## config.mk

```make
export PLATFORM = sky130hd
export DESIGN_NAME = dmem_arbiter
export DESIGN_NICKNAME = d
export VERILOG_FILES = /design/src/rtl/dmem_arb_pkg.sv /design/src/rtl/prio_pick.sv /design/src/rtl/dmem_arbiter.sv
export SDC_FILE = /design/constraint.sdc
export NUM_CORES = 1
export LEC_CHECK = 0
export BUFFER_PORTS_ARGS = -buffer_cell sky130_fd_sc_hd__buf_2
export CORE_ASPECT_RATIO = 1.4
export CORE_MARGIN = 2
export CORE_UTILIZATION = 35
export CTS_CLUSTER_DIAMETER = 120
export DETAILED_ROUTE_END_ITERATION = 8
export GPL_ROUTABILITY_DRIVEN = 0
export PLACE_DENSITY = 0.7
export SYNTH_ARGS = -nofsm -noshare
export SYNTH_HDL_FRONTEND = slang
export SYNTH_HIERARCHICAL = 1
export SYNTH_SLANG_ARGS = --single-unit
```

## constraint.sdc

```tcl
create_clock -name clk -period 3.94 [get_ports clk]
set_clock_uncertainty 0.05 [all_clocks]
set_input_delay 0.591 -clock clk [delete_from_list [all_inputs] [get_ports clk]]
set_output_delay 0.591 -clock clk [all_outputs]
set_load 0.01 [all_outputs]
```

## src/rtl/dmem_arb_pkg.sv

```systemverilog
// dmem_arb_pkg: shared constants and helpers for the data-memory arbiter.
//   - client index constants (CPU, button_controller, rect_copy_controller)
//   - N_CLIENTS and the client index width
//   - prio_order(): priority rotation for a given copy phase, entry 0 is the
//     highest-priority client.
// Also supplies a fallback for the DATA_ADDR_WIDTH macro when the
// surrounding build does not define it.

`ifndef DATA_ADDR_WIDTH
`define DATA_ADDR_WIDTH 13
`endif

package dmem_arb_pkg;

  localparam int CLIENT_CPU   = 0;
  localparam int CLIENT_BTN   = 1;
  localparam int CLIENT_RECT  = 2;
  localparam int N_CLIENTS    = 3;
  localparam int CLIENT_IDX_W = $clog2(N_CLIENTS);

  typedef logic [N_CLIENTS-1:0][CLIENT_IDX_W-1:0] prio_order_t;

  // copy=0 : CPU > BTN > RECT ; copy=1 : BTN > RECT > CPU
  function automatic prio_order_t prio_order(input logic copy);
    prio_order_t ord;
    ord = '0;
    if (copy) begin
      ord[0] = CLIENT_IDX_W'(CLIENT_BTN);
      ord[1] = CLIENT_IDX_W'(CLIENT_RECT);
      ord[2] = CLIENT_IDX_W'(CLIENT_CPU);
    end else begin
      ord[0] = CLIENT_IDX_W'(CLIENT_CPU);
      ord[1] = CLIENT_IDX_W'(CLIENT_BTN);
      ord[2] = CLIENT_IDX_W'(CLIENT_RECT);
    end
    return ord;
  endfunction

endpackage

```

## src/rtl/prio_pick.sv

```systemverilog
// prio_pick: N-way one-hot winner selection for one memory port.
// Ports:
//   cand    in  N         candidates requesting this port
//   starved in  N         clients whose wait reached the starvation limit
//   order   in  N x IDX_W priority order, order[0] = highest priority
//   win     out N         one-hot winner, all zero when there is no candidate
// A starved candidate beats the priority order; among several starved
// candidates the lowest index wins.

module prio_pick #(
  parameter int N     = 3,
  parameter int IDX_W = 2
) (
  input  logic [N-1:0]            cand,
  input  logic [N-1:0]            starved,
  input  logic [N-1:0][IDX_W-1:0] order,
  output logic [N-1:0]            win
);

  logic [N-1:0]     hungry_s;
  logic [IDX_W-1:0] starve_sel_s;
  logic             starve_hit_s;
  logic [IDX_W-1:0] prio_sel_s;
  logic             prio_hit_s;

  assign hungry_s = cand & starved;

  // Lowest-index starved candidate (scan downwards so the lowest index is the last write)
  always_comb begin
    starve_sel_s = '0;
    starve_hit_s = 1'b0;
    for (int i = N - 1; i >= 0; i--) begin
      starve_sel_s = hungry_s[i] ? IDX_W'(i) : starve_sel_s;
      starve_hit_s = starve_hit_s | hungry_s[i];
    end
  end

  // Highest-priority candidate (scan from lowest priority so order[0] is the last write)
  always_comb begin
    prio_sel_s = '0;
    prio_hit_s = 1'b0;
    for (int k = N - 1; k >= 0; k--) begin
      prio_sel_s = cand[order[k]] ? order[k] : prio_sel_s;
      prio_hit_s = prio_hit_s | cand[order[k]];
    end
  end

  // One-hot winner encoding
  always_comb begin
    win = '0;
    if (starve_hit_s) begin
      win = {{(N-1){1'b0}}, 1'b1} << starve_sel_s;
    end else if (prio_hit_s) begin
      win = {{(N-1){1'b0}}, 1'b1} << prio_sel_s;
    end else begin
      win = '0;
    end
  end

endmodule

```

## src/rtl/dmem_arbiter.sv

```systemverilog
// dmem_arbiter: shares the dual-port data bsram between the CPU (client 0),
// button_controller (client 1) and rect_copy_controller (client 2).
// The read port and the write port are arbitrated independently; copy
// selects the priority order. Read data returns one cycle after the grant.
// Build option: define DMEM_ARB_STARVE_EN to add per-client wait counters
// that force-grant a client once it has waited STARVE_LIMIT cycles.
// Ports:
//   clk, reset        clock, asynchronous active-high reset
//   copy              1 = copy engines have priority
//   req/we            per-client request and direction (1 = write)
//   addr/wdata        per-client address / write data, client 0 in the LSBs
//   gnt               per-client grant (combinational, one access per grant)
//   rvalid/rdata      read return, one cycle after the read grant
//   mem_dout_addr     bsram read address, mem_dout bsram read data
//   mem_we/mem_din_addr/mem_din  bsram write port

module dmem_arbiter #(
  parameter int DATA_ADDR_WIDTH = `DATA_ADDR_WIDTH,
  parameter int N_CLIENTS       = 3,
  parameter int STARVE_LIMIT    = 15
) (
  input  logic                                 clk,
  input  logic                                 reset,
  input  logic                                 copy,
  input  logic [N_CLIENTS-1:0]                 req,
  input  logic [N_CLIENTS-1:0]                 we,
  input  logic [N_CLIENTS*DATA_ADDR_WIDTH-1:0] addr,
  input  logic [N_CLIENTS*16-1:0]              wdata,
  output logic [N_CLIENTS-1:0]                 gnt,
  output logic [N_CLIENTS-1:0]                 rvalid,
  output logic [15:0]                          rdata,
  output logic [DATA_ADDR_WIDTH-1:0]           mem_dout_addr,
  input  logic [15:0]                          mem_dout,
  output logic                                 mem_we,
  output logic [DATA_ADDR_WIDTH-1:0]           mem_din_addr,
  output logic [15:0]                          mem_din
);

  import dmem_arb_pkg::*;

  logic [N_CLIENTS-1:0]       rd_cand_s;
  logic [N_CLIENTS-1:0]       wr_cand_s;
  logic [N_CLIENTS-1:0]       starved_s;
  logic [N_CLIENTS-1:0]       rd_win_s;
  logic [N_CLIENTS-1:0]       wr_win_s;
  logic [N_CLIENTS-1:0]       rd_gnt_s;
  logic [N_CLIENTS-1:0]       wr_gnt_s;
  logic [N_CLIENTS-1:0]       gnt_s;
  logic [N_CLIENTS-1:0]       rd_owner_r;
  logic [DATA_ADDR_WIDTH-1:0] rd_addr_s;
  logic [DATA_ADDR_WIDTH-1:0] rd_addr_r;
  prio_order_t                order_s;

  assign rd_cand_s = req & ~we;
  assign wr_cand_s = req & we;
  assign order_s   = prio_order(copy);

  prio_pick #(.N(N_CLIENTS), .IDX_W(CLIENT_IDX_W)) u_rd_pick (
    .cand    (rd_cand_s),
    .starved (starved_s),
    .order   (order_s),
    .win     (rd_win_s)
  );

  prio_pick #(.N(N_CLIENTS), .IDX_W(CLIENT_IDX_W)) u_wr_pick (
    .cand    (wr_cand_s),
    .starved (starved_s),
    .order   (order_s),
    .win     (wr_win_s)
  );

  // Grants are forced off while reset is high, regardless of requests
  always_comb begin
    rd_gnt_s = '0;
    wr_gnt_s = '0;
    if (reset) begin
      rd_gnt_s = '0;
      wr_gnt_s = '0;
    end else begin
      rd_gnt_s = rd_win_s;
      wr_gnt_s = wr_win_s;
    end
  end

  assign gnt_s = rd_gnt_s | wr_gnt_s;
  assign gnt   = gnt_s;

`ifdef DMEM_ARB_STARVE_EN
  localparam int CNT_W = $clog2(STARVE_LIMIT + 1);

  logic [N_CLIENTS-1:0][CNT_W-1:0] wait_cnt_r;

  // Per-client wait counters: count ungranted request cycles, saturating
  always_ff @(posedge clk or posedge reset) begin
    if (reset) begin
      wait_cnt_r <= '0;
    end else begin
      for (int i = 0; i < N_CLIENTS; i++) begin
        if (!req[i] || gnt_s[i]) begin
          wait_cnt_r[i] <= '0;
        end else if (wait_cnt_r[i] != CNT_W'(STARVE_LIMIT)) begin
          wait_cnt_r[i] <= wait_cnt_r[i] + CNT_W'(1);
        end else begin
          wait_cnt_r[i] <= wait_cnt_r[i];
        end
      end
    end
  end

  // A client at the limit overrides the priority order on its port
  always_comb begin
    starved_s = '0;
    for (int i = 0; i < N_CLIENTS; i++) begin
      starved_s[i] = (wait_cnt_r[i] == CNT_W'(STARVE_LIMIT));
    end
  end
`else
  // Pure fixed priority: the limit has no effect in this build
  logic [31:0] starve_limit_unused_s;
  assign starve_limit_unused_s = 32'(STARVE_LIMIT);
  assign starved_s             = '0;
`endif

  // Address/data steering from the port winners; client 0 when there is none
  always_comb begin
    rd_addr_s    = addr[DATA_ADDR_WIDTH-1:0];
    mem_din_addr = addr[DATA_ADDR_WIDTH-1:0];
    mem_din      = wdata[15:0];
    for (int i = 0; i < N_CLIENTS; i++) begin
      rd_addr_s    = rd_win_s[i] ? addr[i*DATA_ADDR_WIDTH +: DATA_ADDR_WIDTH] : rd_addr_s;
      mem_din_addr = wr_win_s[i] ? addr[i*DATA_ADDR_WIDTH +: DATA_ADDR_WIDTH] : mem_din_addr;
      mem_din      = wr_win_s[i] ? wdata[i*16 +: 16] : mem_din;
    end
  end

  assign mem_we = |wr_gnt_s;

  // The bsram samples the read address in the grant cycle; otherwise hold it
  assign mem_dout_addr = (|rd_gnt_s) ? rd_addr_s : rd_addr_r;

  // Last read address and owner of the read returning next cycle
  always_ff @(posedge clk or posedge reset) begin
    if (reset) begin
      rd_addr_r  <= '0;
      rd_owner_r <= '0;
    end else begin
      rd_owner_r <= rd_gnt_s;
      if (|rd_gnt_s) begin
        rd_addr_r <= rd_addr_s;
      end else begin
        rd_addr_r <= rd_addr_r;
      end
    end
  end

  assign rvalid = rd_owner_r;
  assign rdata  = mem_dout;

endmodule

```

# After elaboration in Yosys (flattened, before gate mapping)
# Cells that the tools add are included.
# word_totals
regBits	16
input_bits	112
output_inout_bits	65
word_cells	47
# op_classes
n_lt_le_gt_ge	3
shift	2
mux	30
n_bitwise	8
reduce_logical	2
# op_table
op	n
two-way mux 13 bit	5
two-way mux 16 bit	2
binary-select mux 1 bit (select 2 bit)	6
two-way mux 2 bit	6
two-way mux 3 bit	4
less-than comparator 2 x 3 -> 1 bit (second input constant)	3
AND 3 bit	2
two-way mux 1 bit	6
two-way mux 6 bit	1
OR reduction 3 bit	2
left shift 1 x 2 -> 3 bit (first input constant)	2
OR 1 bit	4
inverter 3 bit	1
OR 3 bit	1

# Longest topological paths before layout
# Gate-level depths: netlist of run 1.
# depth
depth_word	12
mapped_depth	11
mapped_depth_nobuf	9

# By module
# Netlist of run 1, hierarchy kept.
# by_module_without_submodules
mod	n_inst	cells_per_inst	area_each_um2
dmem_arbiter	1	212	1746.7
prio_pick	2	29	206.4

# Worst setup path before layout of run 1
# OpenSTA, ideal clock, no wires.
# synth_path
kind	input-to-output
startpoint	in req[0]
endpoint	out mem_dout_addr[10]
t_arrival_ps	2493
path_slack_ps	806
stages	9
cell_sequence	nor2b_1 > mux2i_1 > a221oi_2 > a21oi_1 > o31ai_1 > nor3_4 > or2_4 > buf_6 > o21ai_1
# synth_via
elab_chain_len	11
elab_cells_between_ends	19
classes_between	shift: 1; mux: 14; bitwise: 3; reduce/logical: 1
# synth_lines
element	line	source
start: declaration	dmem_arbiter.sv:25	input logic [N_CLIENTS-1:0] req,
AND 3 bit *	dmem_arbiter.sv:54	assign rd_cand_s = req & ~we;
binary-select mux 1 bit (select 2 bit)	prio_pick.sv:43, prio_pick.sv:44	
two-way mux 1 bit (not written as such)	prio_pick.sv:43, prio_pick.sv:44	
two-way mux 2 bit (3 in a row)	prio_pick.sv:43	prio_sel_s = cand[order[k]] ? order[k] : prio_sel_s;
left shift 1 x 2 -> 3 bit	prio_pick.sv:54	win = {{(N-1){1'b0}}, 1'b1} << prio_sel_s;
two-way mux 3 bit *	prio_pick.sv:53	end else if (prio_hit_s) begin
named net rd_win_s[0]	dmem_arbiter.sv:44	logic [N_CLIENTS-1:0] rd_win_s;
two-way mux 3 bit *	dmem_arbiter.sv:76	if (reset) begin
OR reduction 3 bit *	dmem_arbiter.sv:139	assign mem_dout_addr = (|rd_gnt_s) ? rd_addr_s : rd_addr_r;
two-way mux 13 bit *	--	
end: declaration	dmem_arbiter.sv:32	output logic [DATA_ADDR_WIDTH-1:0] mem_dout_addr,
# Mark *: on every way through the listed nets, which the timed path passes. The rest lies on a longest branch. The select of a mux whose other input is x is not followed.

==> results.md, run 1 <==
- Synth Area in XOR/XNOR: 0
- Dpl hpwl: 5246 µm
- CTS Hold Bufs: 0
- Area grow syn2layout: 36.73%
- Final ANT Viol Nets: 0
- Crit Path Category: in -> out
- CP arrival: 3060 ps
- Residual DRC: 0
- Slew HR: 0.6111
- Cells after DPL: 477
- Pre-antenna DRT Iters: 4
- First DRT Iteration DRCs: 136
- Final Hold Slack: 475.4 ps
- Min Clock Period, post-route: 3702 ps
- Worst-Margin Slew: 582.8 ps
- Worst min-delay path category: reg -> reg
- CTS root buf: clkbuf_8
- Largest family of logic cells by synthesized area: multiplexers
- Synth Register Bits: 16
- GRT Total Usage: 0.1806
- # diodes: 0
- Clk_lat worst skew: 240 ps
- Clock Tree Buf Depth: 2
- CP Max Fanout: 16
- RSZ-0062 raised after global routing: false
- Non-Filler Instances: 481
- Compound-Gate Fraction of Synth Area: 0.2086
- Vias in the first global route: 2323
- Fin. Hold Viols: 0
- Register area share after synthesis: 0.1854
- Synth Instances: 270
- H-tree depth: 1
- Maximum VDD drop: 0.1093 mV
- Share of layout cells above drive strength 1: 0.4331
- Die height: 96.94 µm
- Mux share of post-synthesis cell area: 0.3227
- TNS Setup: 0 ps
- Worst-path clk slew: 60 ps
- # resized after CTS: 0
- Run status: completed
- PortBufs: 144
- Initial antenna violation count: 0
- Row Count: 33
- Layout fillers: 586
- Fin nets: 524
- First-pass GRT wire length: 10450 µm
- Critical Path RT: 3300 ps
- Static leakage: 0.001462 µW
- CP Capture Type: output pin
- Fmax: 0.2701 GHz
- Postcts setup bufs: 0
- Max-slew violations: 0
- Pwr/cell area: 256.6 mW/mm²
- Syn. warnings: 6
- Post-synthesis adder-cell area fraction: 0
- Pin count of the biggest net entering global routing: 42
- Grt total ovfl: 0
- Crit start category: input pin
- Vias: 2354
- Die Wd: 70.39 µm
- Initial Utilization: 0.3658
- Clock buffer count from CTS: 3
- Die ar.: 0.006823 mm²
- Core box area: 0.005904 mm²
- Post-synth cell types: 30
- CTS tree: done
- Post-DR vias/cell: 4.894
- Clk sink count: 16
- Final WL: 6340 µm
- Top Ports: 177
- WL/cell: 13.18 µm
- Synth Cell Area: 0.002160 mm²
- Crit share post-route: 0.9397
- # Max-Cap Violations: 0
- Avg Synthesized Cell Area: 7.998 µm²
- Simple-Gate Fraction of Synth Area: 0.1559
- Setup violations, final: 0
[cell families after synthesis]
logic type / after synthesis
buffers and inverters: 43
DFF: 16
and+or+nand+nor: 68
AOI/OAI and AO/OA: 77
muxes: 65
other: 1
[cells in the final DEF (no fill, tap or decap), types with 5 or more instances in the layout]
cell type	count
buf_2	144
mux2i_1	52
o21ai_0	48
nand2_1	33
conb_1	22
dfrtp_1	16
o21ai_1	11
nor2b_1	10
nor2_1	9
mux2_4	8
inv_1	8
mux2_2	5
and2_1	5
buf_4	5
[cell type report]
class / count / area (µm²) / share of cell area
repair buffers: 151 / 798.3 / 0.2703
multi-input cells: 232 / 1582 / 0.5356
flip-flops and latches: 16 / 400.4 / 0.1356
inverters: 8 / 30.03 / 0.01017
well taps: 70 / 87.58 / 0.02966
clock buffers: 4 / 55.05 / 0.01864
[synth_stat cells]
cell type	number	area, µm²
mux2i_1	52	520.5
o21ai_0	48	240.2
nand2_1	33	123.9
buf_4	20	150.1
dfrtp_1	16	400.4
o21ai_1	11	55.05
nor2b_1	10	62.56
clkbuf_1	9	33.78
nor2_1	9	33.78
inv_1	8	30.03
mux2_4	8	120.1
and2_1	5	31.28
mux2_2	5	56.30
a21oi_1	4	20.02
nand2b_1	4	25.02
o31ai_1	4	30.03
buf_2	3	15.01
a21boi_1	2	15.01
a221oi_2	2	30.03
a311oi_2	2	30.03
and3_2	2	15.01
buf_6	2	22.52
o22ai_1	2	12.51
o41ai_1	2	17.52
or2b_1	2	15.01
buf_12	1	20.02
conb_1	1	3.750
nor3_1	1	5.000
nor3_4	1	16.27
or2_4	1	8.760
[sequential cells by signal, summed over array words and instances, names as in the netlist]
register	count
rvalid	3
rd_addr_r	13
[per-layer routing]
| layer | wire (µm) | up-vias | GRT usage |
|---|---|---|---|
| met5 | 0 | - | 0 |
| met4 | 117 | 0 | 0.05473 |
| met3 | 302 | 16 | 0.02188 |
| met2 | 3370 | 79 | 0.3382 |
| met1 | 2549 | 1062 | 0.2084 |
| li1 | - | 1197 | - |
[stage by stage]
step / instance area [µm²] / util / total power, µW / setup WS [ps]
floorplan: 2238 / - / 468.6 / 806.3
global placement: 2898 / 0.4908 / 609.6 / 375.1
detailed placement: 2898 / 0.4908 / 618.5 / 239.8
CTS: 2953 / 0.5001 / 763.5 / 229.3
global route: 2953 / 0.5001 / 811.8 / 51.73
finish: 2953 / 0.5001 / 757.8 / 237.7
[report_power, final]
group,internal (µW),leakage (µW),total [µW],switching (µW)
logic,187,0.00123,407,220
registers,200,0.000201,208,8.14
clock network,88.5,0.0000288,142,53.8
[worst max-delay path: stages]
cell and delay (ps):
buf_2 250, inv_1 270, mux2i_1 200, a221oi_2 280
a21oi_1 130, nand2b_1 170, a21boi_2 190, buf_12 190
nor3_4 50, or2_4 290, o21ai_0 250, buf_2 190
[worst paths after layout]
path | from | slack [ps] | to | cells after the start
min | rd_addr_r[3]$_DFF_PP0_ | 480 | rd_addr_r[3]$_DFF_PP0_ | 2
max reg2reg | rd_addr_r[1]$_DFF_PP0_ | 3180 | rd_addr_r[1]$_DFF_PP0_ | 2
max | copy | 240 | mem_dout_addr[12] | 12
min in group asynchronous | reset | 550 | rvalid[0]$_DFF_PP0_ | 2
min reg2reg | rd_addr_r[3]$_DFF_PP0_ | 480 | rd_addr_r[3]$_DFF_PP0_ | 2
max in group asynchronous | reset | 2910 | rvalid[1]$_DFF_PP0_ | 2
No activity file was read; power rests on OpenSTA's default activity.
==> inputs of run 2 (changes only) <==
BUFFER_PORTS_ARGS = unset   (was -buffer_cell sky130_fd_sc_hd__buf_2)
CORE_AREA = 2 2 69 71   (was unset)
CORE_ASPECT_RATIO = unset   (was 1.4)
CORE_MARGIN = unset   (was 2)
CORE_UTILIZATION = unset   (was 35)
DIE_AREA = 0 0 71 73   (was unset)
DONT_BUFFER_PORTS = 1   (was unset)
PLACE_DENSITY = 0.6   (was 0.7)
SLEW_MARGIN = 20   (was unset)
==> results.md, run 2 (same netlist as run 1, synthesis figures left out) <==
- Reg2reg setup slack: 3080 ps (-100 ps)
- Postcts setup bufs: 0 (unchanged)
- Maximum VDD drop: 0.1338 mV (+22%)
- TNS Setup: 0 ps (unchanged)
- Die Wd: 71 µm (+0.87%)
- Die ar.: 0.005183 mm² (-24%)
- First DRT Iteration DRCs: 104 (-24%)
- CP Capture Type: output pin
- Part of the power in registers: 0.335 (+0.060)
- Dpl hpwl: 4240 µm (-19%)
- Worst-Margin Slew: 597.8 ps (+14.98 ps)
- Biggest register: rd_addr_r
- Placed Area: 0.002137 mm² (-26%)
- # diodes: 0 (unchanged)
- Crit Path Category: in -> out
- CP Max Fanout: 10 (-6)
- Clk pwr share: 0.224 (+0.036)
- Initial Utilization: 0.4761 (+0.1104)
- Sw frac: 0.3781 (+0.006116)
- Internal Dissipation: 390.7 µW (-18%)
- Most common cell after layout, fill and taps aside: mux2i_1
- CTS Hold Bufs: 0 (unchanged)
- # Max-Cap Violations: 0 (unchanged)
- Die height: 73 µm (-25%)
- Pre-antenna DRT Iters: 4 (unchanged)
- Worst min-delay path category: in -> async
- GRT Total Usage: 0.1780 (-0.002595)
- Post-DR vias/cell: 5.566 (+14%)
- WL/cell: 16.44 µm (+25%)
- Setup violations, final: 0 (unchanged)
- # resized after CTS: 0 (unchanged)
- Max-slew violations: 0 (unchanged)
- Vias: 1781 (-24%)
- Commonest cells after routing, fill and taps aside: 52 x mux2i_1, 48 x o21ai_0, 33 x nand2_1
- H-tree depth: 1 (unchanged)
- Fmax: 0.2766 GHz (+2.4%)
- Run status: completed
- Pwr/cell area: 286.6 mW/mm² (+12%)
- First-pass GRT wire length: 7534 µm (-28%)
- Slew HR: 0.6011 (-0.01000)
- Crit share post-route: 0.9174 (-0.02222)
- Critical Path RT: 3300 ps (about the same)
- Initial antenna violation count: 0 (unchanged)
- Final ANT Viol Nets: 0 (unchanged)
- Final Cell Area: 0.002192 mm² (-26%)
- Crit start category: input pin
- CP arrival: 2970 ps (-90 ps)
- Pin count of the biggest net entering global routing: 32 (-24%)
- Core box area: 0.004536 mm² (-23%)
- Clock buffer count from CTS: 3 (unchanged)
- Comb power frac: 0.441 (-0.096)
- Grt total ovfl: 0 (unchanged)
- Row Count: 25 (-24%)
- CTS root buf: clkbuf_8
- Top Ports: 177 (unchanged)
- Fin nets: 379 (-28%)
- Fin. Hold Viols: 0 (unchanged)
- Min Clock Period, post-route: 3615 ps (-87.54 ps)
- Max reg flops: 13 (unchanged)
- Clk sink count: 16 (unchanged)
- PortBufs: 0 (-100%)
- Clock Tree Buf Depth: 2 (unchanged)
- CTS tree: done
- Final WL: 5261 µm (-17%)
- Sw Pwr: 237.5 µW (-16%)
- Vias in the first global route: 1538 (-34%)
- RSZ-0062 raised after global routing: false
- Residual DRC: 0 (unchanged)
- Clk_lat worst skew: 240 ps (about the same)
- Static leakage: 0.0008705 µW (-40%)
- Worst-path clk slew: 60 ps (about the same)
- Area grow syn2layout: 1.506%
- Share of layout cells above drive strength 1: 0.1241 (-0.3090)
[run 2: cell count changes in the layout (fill, tap and decap cells not counted), sizes merged]
cell,change
buf,-145
[run 2: through the flow]
stage	std cells	power [µW]	util	worst slack (ps)	hold WS [ps]
2_1_floorplan	291	468.6	-	806.3	520.4
3_3_place_gp	316	487.6	0.4712	409.0	527.3
3_5_place_dp	316	489.0	0.4712	302.6	533.0
4_1_cts	320	630.5	0.4833	326.1	275.0
5_1_grt	320	670.6	0.4833	131.2	289.5
6_report	320	628.1	0.4833	325.3	251.3
[run 2: worst max-delay path: stages]
cell,delay [ps]
nor2b_1,300
mux2i_1,150
a221oi_2,280
a21oi_1,140
nand2b_1,180
a21boi_2,390
buf_4,310
mux2_4,310
mux2i_1,150
o21ai_1,170
[run 2: layer usage]
metal | wire, µm | up-vias | GRT usage
met5 | 0 | - | 0
met4 | 36 | 0 | 0.02306
met3 | 577 | 8 | 0.07459
met2 | 2474 | 87 | 0.2773
met1 | 2172 | 777 | 0.2378
li1 | - | 909 | -
[run 2: layout make-up]
class	count	area (µm²)
repair buffers	6	57.56
multi-input cells	232	1582
inverters	8	30.03
fillers	445	2344
flip-flops and latches	16	400.4
well taps	54	67.56
clock buffers	4	55.05
[run 2: worst paths after layout]
path | startpoint | endpoint | depth (start not counted)
max in group asynchronous | reset | rd_addr_r[0]$_DFF_PP0_ | 1
min | reset | rd_addr_r[9]$_DFF_PP0_ | 1
max | req[0] | mem_dout_addr[11] | 10
min in group clk | reset | rvalid[2]$_DFF_PP0_ | 1
max reg2reg | rd_addr_r[12]$_DFF_PP0_ | rd_addr_r[12]$_DFF_PP0_ | 2
min reg2reg | rd_addr_r[4]$_DFF_PP0_ | rd_addr_r[4]$_DFF_PP0_ | 2
[run 2: power groups by stage]
stage	Combinational, µW	Clock [µW]	Sequential [µW]
floorplan	260	0	209
global placement	275	0	212
detailed placement	277	0	212
CTS	278	142	211
global route	306	151	214
finish	277	141	211
==> inputs of run 3 (changes only) <==
CTS_BUF_LIST = sky130_fd_sc_hd__clkbuf_2 sky130_fd_sc_hd__clkbuf_4 sky130_fd_sc_hd__clkbuf_8   (was unset)
REMOVE_ABC_BUFFERS = 1   (was unset)
==> results.md, run 3 (same netlist as run 1, synthesis figures left out) <==
- Run status: completed
- Commonest cells after routing, fill and taps aside: 52 x mux2i_1, 48 x o21ai_0, 33 x nand2_1
- Biggest register: rd_addr_r
- Dpl hpwl: 4209 µm (-0.73%)
- Static leakage: 0.0008665 µW (-0.46%)
- First DRT Iteration DRCs: 112 (+7.7%)
- Top Ports: 177 (unchanged)
- Setup violations, final: 0 (unchanged)
- # diodes: 0 (unchanged)
- Post-DR vias/cell: 5.708 (+2.6%)
- Crit share post-route: 0.9228 (+0.005373)
- Clock buffer count from CTS: 3 (unchanged)
- Die Wd: 71 µm (unchanged)
- RSZ-0062 raised after global routing: false
- Worst min-delay path category: in -> async
- Pwr/cell area: 276.3 mW/mm² (-3.6%)
- CP arrival: 2990 ps (+20 ps)
- Grt total ovfl: 0 (unchanged)
- Share of layout cells above drive strength 1: 0.1208 (-0.003305)
- Min Clock Period, post-route: 3636 ps (+21.17 ps)
- Max reg flops: 13 (unchanged)
- H-tree depth: 1 (unchanged)
- Most common cell after layout, fill and taps aside: mux2i_1
- # Max-Cap Violations: 0 (unchanged)
- Slew HR: 0.5979 (-0.003127)
- Crit Path Category: in -> out
- Vias: 1821 (+2.2%)
- Postcts setup bufs: 0 (unchanged)
- Worst-path clk slew: 60 ps (about the same)
- Critical Path RT: 3300 ps (about the same)
- Die ar.: 0.005183 mm² (unchanged)
- Non-Filler Instances: 319 (-0.31%)
- # resized after CTS: 0 (unchanged)
- Final Cell Area: 0.002191 mm² (about the same)
- First-pass GRT wire length: 7921 µm (+5.1%)
- Clk_lat worst skew: 240 ps (about the same)
- Fin. Hold Viols: 0 (unchanged)
- Placed Area: 0.002150 mm² (+0.59%)
- Cells after DPL: 316 (unchanged)
- Max-slew violations: 0 (unchanged)
- CP Capture Type: output pin
- WL/cell: 16.61 µm (+1.0%)
- Residual DRC: 0 (unchanged)
- Area grow syn2layout: 1.448% (about the same)
- Reg2reg start: rd_addr_r[12]$_DFF_PP0_
- CTS tree: done
- R2r endpoint: rd_addr_r[12]$_DFF_PP0_
- Pin count of the biggest net entering global routing: 32 (unchanged)
- CTS Hold Bufs: 0 (unchanged)
- Initial antenna violation count: 0 (unchanged)
- GRT Total Usage: 0.1913 (+0.01331)
- Core box area: 0.004536 mm² (unchanged)
- Row Count: 25 (unchanged)
- Final WL: 5297 µm (+0.68%)
- Crit start category: input pin
- Worst Setup SP: req[0]
- Final ANT Viol Nets: 0 (unchanged)
- Worst-Margin Slew: 598.0 ps (+0.2367 ps)
- Initial Utilization: 0.4761 (unchanged)
- Maximum VDD drop: 0.1340 mV (+0.16%)
- Reg2reg setup slack: 3040 ps (-40 ps)
- Fmax: 0.2750 GHz (-0.58%)
- CTS root buf: clkbuf_8
- PortBufs: 0 (unchanged)
- Setup crit end: mem_dout_addr[12]
- TNS Setup: 0 ps (unchanged)
- Worst reg2reg path depth: 2 (unchanged)
- Vias in the first global route: 1638 (+6.5%)
- CP Max Fanout: 14 (+4)
- Pre-antenna DRT Iters: 4 (unchanged)
- Clk sink count: 16 (unchanged)
- Clock Tree Buf Depth: 2 (unchanged)
- Fin nets: 379 (unchanged)
- Die height: 73 µm (unchanged)
run 3: worst max-delay path, stage by stage:
cell and delay (ps):
nor2b_1 290, mux2i_1 150, a221oi_2 250, a21oi_1 140, o31ai_1 560, nor3_4 180, or2_4 340, o21ai_0 470
run 3: routing by layer:
| layer | global-route usage | vias to the layer above | share of wire |
|---|---|---|---|
| li1 | - | 907 | - |
| met1 | 0.2287 | 802 | 0.41 |
| met2 | 0.3302 | 110 | 0.48 |
| met3 | 0.08011 | 2 | 0.11 |
| met4 | 0.01887 | 0 | 0.0015 |
| met5 | 0.04040 | - | 0 |
run 3: layout make-up:
class | count | area [µm²]
fillers | 451 | 2345
clock buffers | 3 | 41.29
inverters | 8 | 30.03
multi-input cells | 232 | 1582
repair buffers | 6 | 70.07
flip-flops and latches | 16 | 400.4
well taps | 54 | 67.56
run 3: worst min path at each step:
stage / from / end / cells after the start
detailed placement: reset / rd_addr_r[0]$_DFF_PP0_ / 1
CTS: reset / rd_addr_r[0]$_DFF_PP0_ / 1
finish: reset / rd_addr_r[0]$_DFF_PP0_ / 1
floorplan: reset / rd_addr_r[0]$_DFF_PP0_ / 1
global route: reset / rd_addr_r[0]$_DFF_PP0_ / 1
global placement: reset / rd_addr_r[4]$_DFF_PP0_ / 1
run 3: per-stage QoR:
step                setup WS, ps  hold slack [ps]  utilization  total power (µW)
floorplan                 -788.1            454.7            -             437.6
global placement           463.8            536.5       0.4739             488.2
detailed placement         333.7            533.0       0.4739             492.4
CTS                        317.4            269.3       0.4830             614.3
global route               118.6            296.7       0.4830             650.9
finish                     304.1            257.0       0.4830             605.3
run 3: power breakdown:
part | switching (µW) | internal, µW
logic | 175 | 103
clock network | 50.3 | 67.6
registers | 9.58 | 201
total | 235 | 371
